## src/rtl/adc_pkg.sv

```systemverilog
`default_nettype none
// ============================================================================
// Module   : adc_pkg
// Purpose  : Shared FSM state encoding and packet helpers for the adc capture path.
// Revision : 1.0
// ============================================================================
package adc_pkg;

  typedef enum logic [2:0] {
    ST_IDLE     = 3'd0,
    ST_ARMED    = 3'd1,
    ST_HDR_LO   = 3'd2,
    ST_HDR_HI   = 3'd3,
    ST_DATA     = 3'd4,
    ST_WAIT_LOW = 3'd5
  } state_t;

  localparam int HDR_WORDS = 2;

  // Index of the last data word in a packet: 2^min(lim,31) - 1.
  function automatic logic [63:0] last_word_index(input logic [7:0] lim);
    logic [4:0] lim_exp;
    lim_exp = (lim > 8'd31) ? 5'd31 : lim[4:0];
    return (64'd1 << lim_exp) - 64'd1;
  endfunction

endpackage
`default_nettype wire

```

## src/rtl/adc_peak_detect.sv

```systemverilog
`default_nettype none
// ============================================================================
// Module   : adc_peak_detect
// Purpose  : Signed running maximum with a level-sensitive clear.
// Revision : 1.0
// ============================================================================
module adc_peak_detect #(
  parameter int WIDTH = 16
) (
  input  logic                    clk,
  input  logic                    rst,
  input  logic                    clear,
  input  logic signed [WIDTH-1:0] value,
  output logic signed [WIDTH-1:0] peak
);

  localparam logic signed [WIDTH-1:0] MOST_NEGATIVE = {1'b1, {(WIDTH-1){1'b0}}};

  always_ff @(posedge clk or posedge rst) begin
    if (rst) begin
      peak <= MOST_NEGATIVE;
    end else if (clear) begin
      peak <= MOST_NEGATIVE;
    end else if (value > peak) begin
      peak <= value;
    end
  end

endmodule
`default_nettype wire

```

## src/rtl/adc.sv

```systemverilog
`default_nettype none
// ============================================================================
// Module   : adc
// Purpose  : Dual-channel ADC sum, peak tracking and level-triggered packet streamer.
// Revision : 1.0
// ============================================================================
module adc
  import adc_pkg::*;
#(
  parameter int ADC_DATA_WIDTH = 14
) (
  input  logic        aclk,
  input  logic        areset,
  output logic        adc_csn,
  input  logic [15:0] adc_dat_a,
  input  logic [15:0] adc_dat_b,
  input  logic [7:0]  limiter,
  input  logic [15:0] trigger_level,
  input  logic        reset_trigger,
  input  logic        reset_max_sum,
  output logic        m_axis_tvalid,
  output logic        m_axis_tlast,
  output logic [31:0] m_axis_tdata,
  output logic [15:0] cur_adc,
  output logic [63:0] cur_sample,
  output logic [15:0] max_sum_out,
  output logic [63:0] first_trigged,
  output logic [63:0] last_detrigged,
  output logic [63:0] cur_limiter,
  output logic [63:0] samples_sent,
  output logic        trigger_activated,
  output logic [15:0] triggers_count,
  output logic        dbg_send_first_trigged_high,
  output logic        dbg_trigger_now
);

  state_t      state;
  logic [15:0] ext_a;
  logic [15:0] ext_b;
  logic [15:0] samp_a;
  logic [15:0] samp_b;
  logic        trigger_now;
  logic        unused_bits;

  assign ext_a = {{(16-ADC_DATA_WIDTH){adc_dat_a[ADC_DATA_WIDTH-1]}}, adc_dat_a[ADC_DATA_WIDTH-1:0]};
  assign ext_b = {{(16-ADC_DATA_WIDTH){adc_dat_b[ADC_DATA_WIDTH-1]}}, adc_dat_b[ADC_DATA_WIDTH-1:0]};
  assign unused_bits = ^{adc_dat_a[15:ADC_DATA_WIDTH], adc_dat_b[15:ADC_DATA_WIDTH]};

  assign adc_csn           = 1'b1;
  assign trigger_now       = $signed(cur_adc) >= $signed(trigger_level);
  assign dbg_trigger_now   = trigger_now;
  assign trigger_activated = (state == ST_HDR_LO) || (state == ST_HDR_HI) ||
                             (state == ST_DATA)   || (state == ST_WAIT_LOW);

  // samp_a/samp_b stay aligned with cur_adc so a data beat carries the sample it was judged on.
  always_ff @(posedge aclk or posedge areset) begin
    if (areset) begin
      cur_adc    <= 16'd0;
      samp_a     <= 16'd0;
      samp_b     <= 16'd0;
      cur_sample <= 64'd0;
    end else begin
      cur_adc    <= ext_a + ext_b;
      samp_a     <= ext_a;
      samp_b     <= ext_b;
      cur_sample <= cur_sample + 64'd1;
    end
  end

  adc_peak_detect #(.WIDTH(16)) u_peak (
    .clk   (aclk),
    .rst   (areset),
    .clear (reset_max_sum),
    .value (cur_adc),
    .peak  (max_sum_out)
  );

  always_ff @(posedge aclk or posedge areset) begin
    if (areset) begin
      state                       <= ST_IDLE;
      m_axis_tvalid               <= 1'b0;
      m_axis_tlast                <= 1'b0;
      m_axis_tdata                <= 32'd0;
      dbg_send_first_trigged_high <= 1'b0;
      first_trigged               <= 64'd0;
      last_detrigged              <= 64'd0;
      cur_limiter                 <= 64'd0;
      samples_sent                <= 64'd0;
      triggers_count              <= 16'd0;
    end else begin
      m_axis_tvalid               <= 1'b0;
      m_axis_tlast                <= 1'b0;
      dbg_send_first_trigged_high <= 1'b0;
      if (!reset_trigger) begin
        state <= ST_IDLE;
      end else begin
        case (state)
          ST_IDLE: begin
            state          <= ST_ARMED;
            triggers_count <= 16'd0;
          end
          ST_ARMED: begin
            if (trigger_now) begin
              state         <= ST_HDR_LO;
              first_trigged <= cur_sample;
              cur_limiter   <= 64'd0;
              if (triggers_count != 16'hFFFF) triggers_count <= triggers_count + 16'd1;
            end
          end
          ST_HDR_LO: begin
            m_axis_tvalid <= 1'b1;
            m_axis_tdata  <= first_trigged[31:0];
            samples_sent  <= samples_sent + 64'd1;
            state         <= ST_HDR_HI;
          end
          ST_HDR_HI: begin
            m_axis_tvalid               <= 1'b1;
            m_axis_tdata                <= first_trigged[63:32];
            dbg_send_first_trigged_high <= 1'b1;
            samples_sent                <= samples_sent + 64'd1;
            state                       <= ST_DATA;
          end
          ST_DATA: begin
            m_axis_tvalid <= 1'b1;
            m_axis_tdata  <= {samp_a, samp_b};
            samples_sent  <= samples_sent + 64'd1;
            cur_limiter   <= cur_limiter + 64'd1;
            // A detrigger on the final allowed word returns to ARMED, not WAIT_LOW.
            if (!trigger_now) begin
              m_axis_tlast   <= 1'b1;
              last_detrigged <= cur_sample;
              state          <= ST_ARMED;
            end else if (cur_limiter == last_word_index(limiter)) begin
              m_axis_tlast <= 1'b1;
              state        <= ST_WAIT_LOW;
            end
          end
          ST_WAIT_LOW: begin
            if (!trigger_now) begin
              last_detrigged <= cur_sample;
              state          <= ST_ARMED;
            end
          end
          default: state <= ST_IDLE;
        endcase
      end
    end
  end

endmodule
`default_nettype wire

```

## config.mk

```make
export PLATFORM = sky130hd
export DESIGN_NAME = adc
export DESIGN_NICKNAME = d
export VERILOG_FILES = /design/src/rtl/adc_pkg.sv /design/src/rtl/adc_peak_detect.sv /design/src/rtl/adc.sv
export SDC_FILE = /design/constraint.sdc
export NUM_CORES = 1
export LEC_CHECK = 0
export BUFFER_PORTS_ARGS = -buffer_cell sky130_fd_sc_hd__buf_2
export CORE_MARGIN = 10
export CORE_UTILIZATION = 55
export DETAILED_ROUTE_END_ITERATION = 10
export PLACE_DENSITY = 0.81
export SYNTH_ARGS = -nofsm -noshare
export SYNTH_HDL_FRONTEND = slang
export SYNTH_SLANG_ARGS = --single-unit
export TNS_END_PERCENT = 5
```

## constraint.sdc

```tcl
create_clock -name aclk -period 20.7 [get_ports aclk]
set_input_delay 1.035 -clock aclk [delete_from_list [all_inputs] [get_ports aclk]]
set_output_delay 1.035 -clock aclk [all_outputs]
set_load 0.1 [all_outputs]
```

==> results of run 1 <==
## flip-flops by register name (all words and copies together), names as in the netlist
| signal | flops |
|---|---|
| u_peak.peak | 16 |
| m_axis_tdata | 32 |
| cur_limiter | 64 |
| samples_sent | 64 |
| m_axis_tvalid | 1 |
| cur_adc | 15 |
| state | 3 |
| triggers_count | 16 |
| cur_sample | 64 |
| last_detrigged | 64 |
| samp_a | 14 |
| samp_b | 14 |
| first_trigged | 64 |
| dbg_send_first_trigged_high | 1 |
| m_axis_tlast | 1 |
## path summary, 6_finish.rpt
check / startpoint / endpoint / slack [ns] / cells after the start
worst max-delay path: limiter[4] / state[0]$_DFFE_PP0P_ / 16.25 / 14
worst min register to register: m_axis_tdata[13]$_DFFE_PP0P_ / m_axis_tdata[13]$_DFFE_PP0P_ / 0.48 / 2
min in group asynchronous: areset / samples_sent[30]$_DFFE_PP0P_ / 0.60 / 2
max in group asynchronous: areset / cur_limiter[59]$_DFFE_PP0P_ / 17.86 / 4
worst min-delay path: m_axis_tdata[13]$_DFFE_PP0P_ / m_axis_tdata[13]$_DFFE_PP0P_ / 0.48 / 2
worst max register to register: state[2]$_DFFE_PP0P_ / samples_sent[60]$_DFFE_PP0P_ / 16.83 / 9
## critical path, stage by stage
cell	delay, ns
buf_2	0.24
or4_1	0.65
nor2_1	0.24
nand2_1	0.08
ha_1	0.38
nor3_1	0.31
nand2_1	0.09
a21oi_1	0.21
a21oi_1	0.09
xnor2_1	0.15
a2111oi_0	0.72
o2111a_1	0.29
nand4_1	0.15
o41ai_1	0.27
## power by group through the flow
stage,combinational (mW),sequential [mW],clock [mW]
floorplan,0.228,1.43,0
global placement,0.833,0.983,0
detailed placement,0.844,0.987,0
CTS,0.848,0.973,0.909
global route,0.887,0.982,0.942
finish,0.848,0.975,0.899
## cell usage after synthesis (3+ instances only)
cell	n	area [um^2]
a2111oi_0	4	35.0
a211o_1	3	26.3
a211oi_1	5	37.5
a21o_1	9	67.6
a21oi_1	60	300
a221oi_1	7	61.3
a22oi_1	27	203
a31oi_1	37	231
and2_1	14	87.6
and3_1	45	282
and4_1	14	123
and4_4	3	33.8
buf_1	5	18.8
buf_2	10	50.1
buf_4	4	30.0
clkbuf_1	63	236
dfrtp_1	432	10800
ha_1	52	651
inv_1	71	267
mux2_2	116	1310
mux2i_1	21	210
nand2_1	170	638
nand2b_1	37	231
nand3_1	94	470
nand4_1	76	475
nor2_1	158	593
nor2b_1	8	50.1
nor3_1	41	205
nor4_1	22	138
o211ai_1	5	37.5
o21a_1	7	52.6
o21ai_0	68	340
o221ai_1	3	26.3
o22ai_1	3	18.8
o31ai_1	3	22.5
or2_2	5	31.3
or3_1	25	156
or4_1	5	37.5
xnor2_1	128	1120
xor2_1	80	701
## cell families (layout without fill, tap and decap cells)
| family | after synthesis | in the layout | share of synthesized area, % |
|---|---|---|---|
| and+or+nand+nor | 738 | 738 | 18.0 |
| muxes | 137 | 137 | 7.25 |
| buffers and inverters | 159 | 634 | 3.16 |
| DFF | 433 | 433 | 51.8 |
| AOI/OAI and AO/OA | 261 | 261 | 7.87 |
| adders and majority gates | 53 | 53 | 3.20 |
| other | 1 | 7 | 0.0179 |
| xor gates and xnor gates | 208 | 208 | 8.71 |
## per-layer routing
| layer | vias up | track usage (%) | share of wire, % | wire [um] |
|---|---|---|---|---|
| met5 | - | 0 | 0 | 0 |
| met4 | 0 | 13.9 | 4.6 | 3150 |
| met3 | 169 | 8.72 | 9.5 | 6520 |
| met2 | 777 | 47.3 | 48 | 33200 |
| met1 | 8630 | 33.8 | 38 | 26000 |
| li1 | 7900 | - | - | - |
## through the flow
stage,cell area [um^2],worst slack [ns]
after detailed placement,23700,15.72
final,25300,16.25
after CTS,25300,16.33
after global placement,23700,15.67
after floorplan,20900,7.61
after global routing,25300,16.10
## area by class of cell
class,count,area (um^2),area share [%]
Timing Repair Buffer,477,2440,9.64
Tap cell,511,639,2.52
Sequential cell,433,10800,42.8
Clock buffer,60,1310,5.15
Inverter,72,278,1.10
Clock inverter,25,352,1.39
Multi-Input combinational cell,1398,9470,37.4
Antenna cell,6,15.0,0.0593
==> flow_summary.json, run 1 <==
{
  "first_iter_violations": 1627,
  "cts_max_level": 2,
  "dp_hpwl_um": 50300,
  "grt_max_degree": 191,
  "synthArstFlopShare_pct": 100,
  "start_kind": "primary input",
  "layout-drive-gt1-share_pct": 28.6,
  "crit_required_ns": 21.17,
  "status": "completed",
  "post_cts_buffers": 0,
  "min_period_over_period_pct": 21.5,
  "clock-sinks": 433,
  "finalMaxSlewViolations": 0,
  "cts_hold_buffers": 0,
  "io_pins": 466,
  "grt_pass1_vias": 17646,
  "combPwrFrac_pct": 31.2,
  "cts-resized-gates": 0,
  "power.total_mw": 2.72,
  "total_leakage_power_nw": 12.9,
  "grt_pass1_wl_um": 105000,
  "cts_root_buffer": "clkbuf_16",
  "clock_latency_ns": 0.59,
  "die_w_um": 215,
  "grt_util_all_layers_pct": 28.7,
  "synth_nets": 2103,
  "pwr-share-seq_pct": 35.8,
  "num_vias": 17476,
  "internal_power_mw": 1.61,
  "p_sw_share_pct": 40.8,
  "vdd_drop_max_mv": 0.213,
  "clock_skew_ns": 0.0208,
  "min_path_type": "flip-flop to flip-flop",
  "ys_warn_count": 0,
  "ys.flop_type": "dfrtp_1",
  "ys_seq_area_share_pct": 51.8,
  "synth.ff_latch_count": 433,
  "initial_core_util_pct": 55.7,
  "whs_ns": 0.478,
  "synth_area_mm2": 0.0209,
  "syn_to_final_growth_pct": 21.1,
  "netlist_instances": 1990,
  "overflow": 0,
  "final_common_cell": "buf_2",
  "antenna_found_initial": 5,
  "ant_nets": 0,
  "hold_viol_final": 0,
  "cp_max_fo": 22,
  "max_slew.worst_pin.slew_ns": 1.01,
  "finalNonFillerCells": 2982,
  "finalSetupViolCount": 0,
  "drt-pass1-iter-count": 6,
  "drc": 0,
  "setup_tns_ns": 0,
  "die-area_mm2": 0.0462,
  "clock_power_share_pct": 33.0,
  "max_freq_mhz": 225,
  "cts_tree": "yes",
  "cp-end-kind": "flip-flop",
  "final_nets": 2541,
  "drt-total-wl_um": 68800,
  "power.density_mw_per_mm2": 107,
  "dp.cells": 2891,
  "rows": 71,
  "num-fill-cells": 2857,
  "arrival_ns": 4.92,
  "worstSetupPathType": "primary input to flip-flop",
  "utilization_pct": 67.4,
  "synth-edff-count": 0,
  "fp.dieH_um": 215,
  "rsz0062_at_grt": "false",
  "path_clk_slew_ns": 0.06,
  "port_buffers": 460,
  "layout_common_cells": "buf_2 (460), dfrtp_1 (432), nand2_1 (169), nor2_1 (156), xnor2_1 (128)",
  "cts_buffers": 46,
  "min_period_ns": 4.45,
  "globalplace.congestion": 0.918,
  "coreArea_mm2": 0.0376,
  "wire_per_inst_um": 23.1,
  "avgSynthCellArea_um2": 10.5,
  "via_per_inst": 5.86,
  "cts_max_path_buffers": 3,
  "p_sw_mw": 1.11,
  "ys_types": 79,
  "drv_cap": 0,
  "slew_headroom_pct": 32.5
}
No activity file was read; power rests on OpenSTA's default activity.
==> run 2: changes to the inputs <==
==> constraint.sdc (replaced) <==
create_clock -name aclk -period 4.3 [get_ports aclk]
set_input_delay 0.215 -clock aclk [delete_from_list [all_inputs] [get_ports aclk]]
set_output_delay 0.215 -clock aclk [all_outputs]
set_load 0.1 [all_outputs]
==> run 2 against run 1 <==
- flip-flop and latch count unchanged
- largest power group unchanged
- critical path type is now flip-flop to flip-flop
- power rose to 4.7 times the previous value
- worst setup slack got worse by 15 ns
- critical endpoint is now cur_limiter[57]$_DFFE_PP0P_
- die area did not move
- via count grew 1.8%
- clock power grew to 4.5 times the previous value
- non-clock buffer count grew 47
- highest routed layer unchanged
- utilization up 0.92 points
- hold slack got worse by 0.39 ns
==> flow_summary.json, run 2 (synthesized netlist as in run 1, its figures left out) <==
{
  "p_sw_mw": 5.35,
  "status": "completed",
  "via_per_inst": 5.88,
  "finalNonFillerCells": 3028,
  "first_iter_violations": 1674,
  "io_pins": 466,
  "grt_pass1_vias": 17987,
  "drt-pass1-iter-count": 6,
  "power.density_mw_per_mm2": 502,
  "clock_latency_ns": 0.60,
  "cts_max_path_buffers": 3,
  "r2r_start": "cur_adc[0]$_DFF_PP0_",
  "drc": 0,
  "layout_common_cells": "buf_2 (460), dfrtp_1 (432), nand2_1 (169), nor2_1 (156), xnor2_1 (128)",
  "drt-total-wl_um": 70000,
  "antenna_found_initial": 4,
  "drv_cap": 0,
  "worstSetupPathType": "flip-flop to flip-flop",
  "final_common_cell": "buf_2",
  "min_period_over_period_pct": 81.5,
  "initial_core_util_pct": 55.7,
  "arrival_ns": 4.00,
  "vdd_drop_max_mv": 0.597,
  "finalSetupViolCount": 0,
  "final_nets": 2588,
  "clock_skew_ns": 0.0299,
  "port_buffers": 460,
  "slowest_delay_ns": 0.50,
  "path_common_cell": "a21oi_1",
  "cp-end-kind": "flip-flop",
  "die_w_um": 215,
  "crit_required_ns": 4.80,
  "num_vias": 17795,
  "wl_met1_um": 26400,
  "grt_pass1_wl_um": 107000,
  "power.total_mw": 12.9,
  "max_slew.worst_pin.slew_ns": 0.943,
  "cts_tree": "yes",
  "layout-drive-gt1-share_pct": 28.5,
  "rows": 71,
  "cts_max_level": 2,
  "cts_root_buffer": "clkbuf_16",
  "dp.cells": 2908,
  "grt_util_all_layers_pct": 29.4,
  "internal_power_mw": 7.53,
  "max_freq_mhz": 285,
  "ant_nets": 0,
  "min_path_type": "primary input to flip-flop",
  "hold_viol_final": 0,
  "clock_power_share_pct": 31.6,
  "setup_tns_ns": 0,
  "utilization_pct": 68.3,
  "coreArea_mm2": 0.0376,
  "wire_per_inst_um": 23.1,
  "syn_to_final_growth_pct": 22.7,
  "post_cts_buffers": 0,
  "rsz0062_at_grt": "false",
  "finalMaxSlewViolations": 0,
  "min_period_ns": 3.50,
  "grt_max_degree": 120,
  "pwr-share-seq_pct": 36.4,
  "dp_hpwl_um": 51100,
  "whs_ns": 0.0910,
  "dr.max_layer_used": "met4",
  "slew_headroom_pct": 36.7,
  "die-area_mm2": 0.0462,
  "path_clk_slew_ns": 0.06,
  "crit_path_cell_trace": "inv_1, ha_1, nand2b_1, a21o_1, a21oi_1, o211ai_1, a31oi_1, a311oi_4, buf_4, nand4_4, or3_1, a21oi_1",
  "start_kind": "flip-flop",
  "total_leakage_power_nw": 13.1,
  "globalplace.congestion": 0.959,
  "combPwrFrac_pct": 32.0,
  "crit_path_start": "cur_adc[0]$_DFF_PP0_",
  "dr_wl_met2_um": 34500,
  "crit_path_top_delay_cell": "o211ai_1",
  "cts_buffers": 46,
  "overflow": 0,
  "clock-sinks": 433,
  "hp-start": "reset_max_sum",
  "cts-resized-gates": 0,
  "fp.dieH_um": 215,
  "cp_max_fo": 28,
  "p_sw_share_pct": 41.5,
  "dr_wl_met3_um": 6260
}
## run 2: cell types whose count changed in the layout (fill, tap and decap cells not counted), sizes merged
cell and change:
buf +17, bufinv -5, clkbuf +8, clkinvlp -1
diode -2, dlygate4sd3 +30, inv -1
## run 2: repair_timing
action                     CTS  global route
setup endpoints to repair    0             0
hold buffers                30             0
hold endpoints to repair    59             0
## run 2: routing by layer
metal  global-route usage (%)  vias to the layer above
met5                        0                        -
met4                     12.0                        0
met3                     7.85                      155
met2                     49.7                      821
met1                     34.9                     8820
li1                         -                     7999
## run 2: worst paths after layout
check | slack (ns) | depth (start not counted) | to
hold / removal | 0.09 | 3 | u_peak.peak[15]$_DFFE_PP1P_
hold reg to reg | 0.47 | 2 | m_axis_tdata[30]$_DFFE_PP0P_
max in group asynchronous | 2.59 | 4 | samples_sent[38]$_DFFE_PP0P_
setup / recovery | 0.80 | 12 | cur_limiter[57]$_DFFE_PP0P_
setup reg to reg | 0.80 | 12 | cur_limiter[57]$_DFFE_PP0P_
min in group asynchronous | 0.33 | 3 | triggers_count[14]$_DFFE_PP0P_
## run 2: power groups by stage
stage / logic [mW] / registers (mW) / clock network [mW]
after global placement: 4.03 / 4.73 / 0
after global routing: 4.31 / 4.72 / 4.26
after CTS: 4.12 / 4.68 / 4.09
final: 4.12 / 4.69 / 4.06
after floorplan: 1.10 / 6.86 / 0
after detailed placement: 4.08 / 4.75 / 0
## run 2: stage by stage
step	area, um^2	setup slack, ns
2_1_floorplan	20900	-1.76
3_3_place_gp	23800	0.680
3_5_place_dp	23800	0.660
4_1_cts	25700	0.819
5_1_grt	25700	0.593
6_report	25700	0.796
## run 2: critical path: cells and delay by family (launching register included)
kind,cells,cell delay [ns]
DFF,1,0.37
buffers and inverters,2,0.44
adders and majority gates,1,0.26
AOI/OAI and AO/OA,6,1.64
and+or+nand+nor,3,0.69
## run 2: cell type report
cell class	count	area (um^2)
multi-input combinational	1398	9470
tap	511	639
clock buffer	68	1360
fill	2838	11900
antenna	4	10.0
inverter	72	274
sequential	433	10800
clock inverter	18	186
timing repair buffer	524	2910
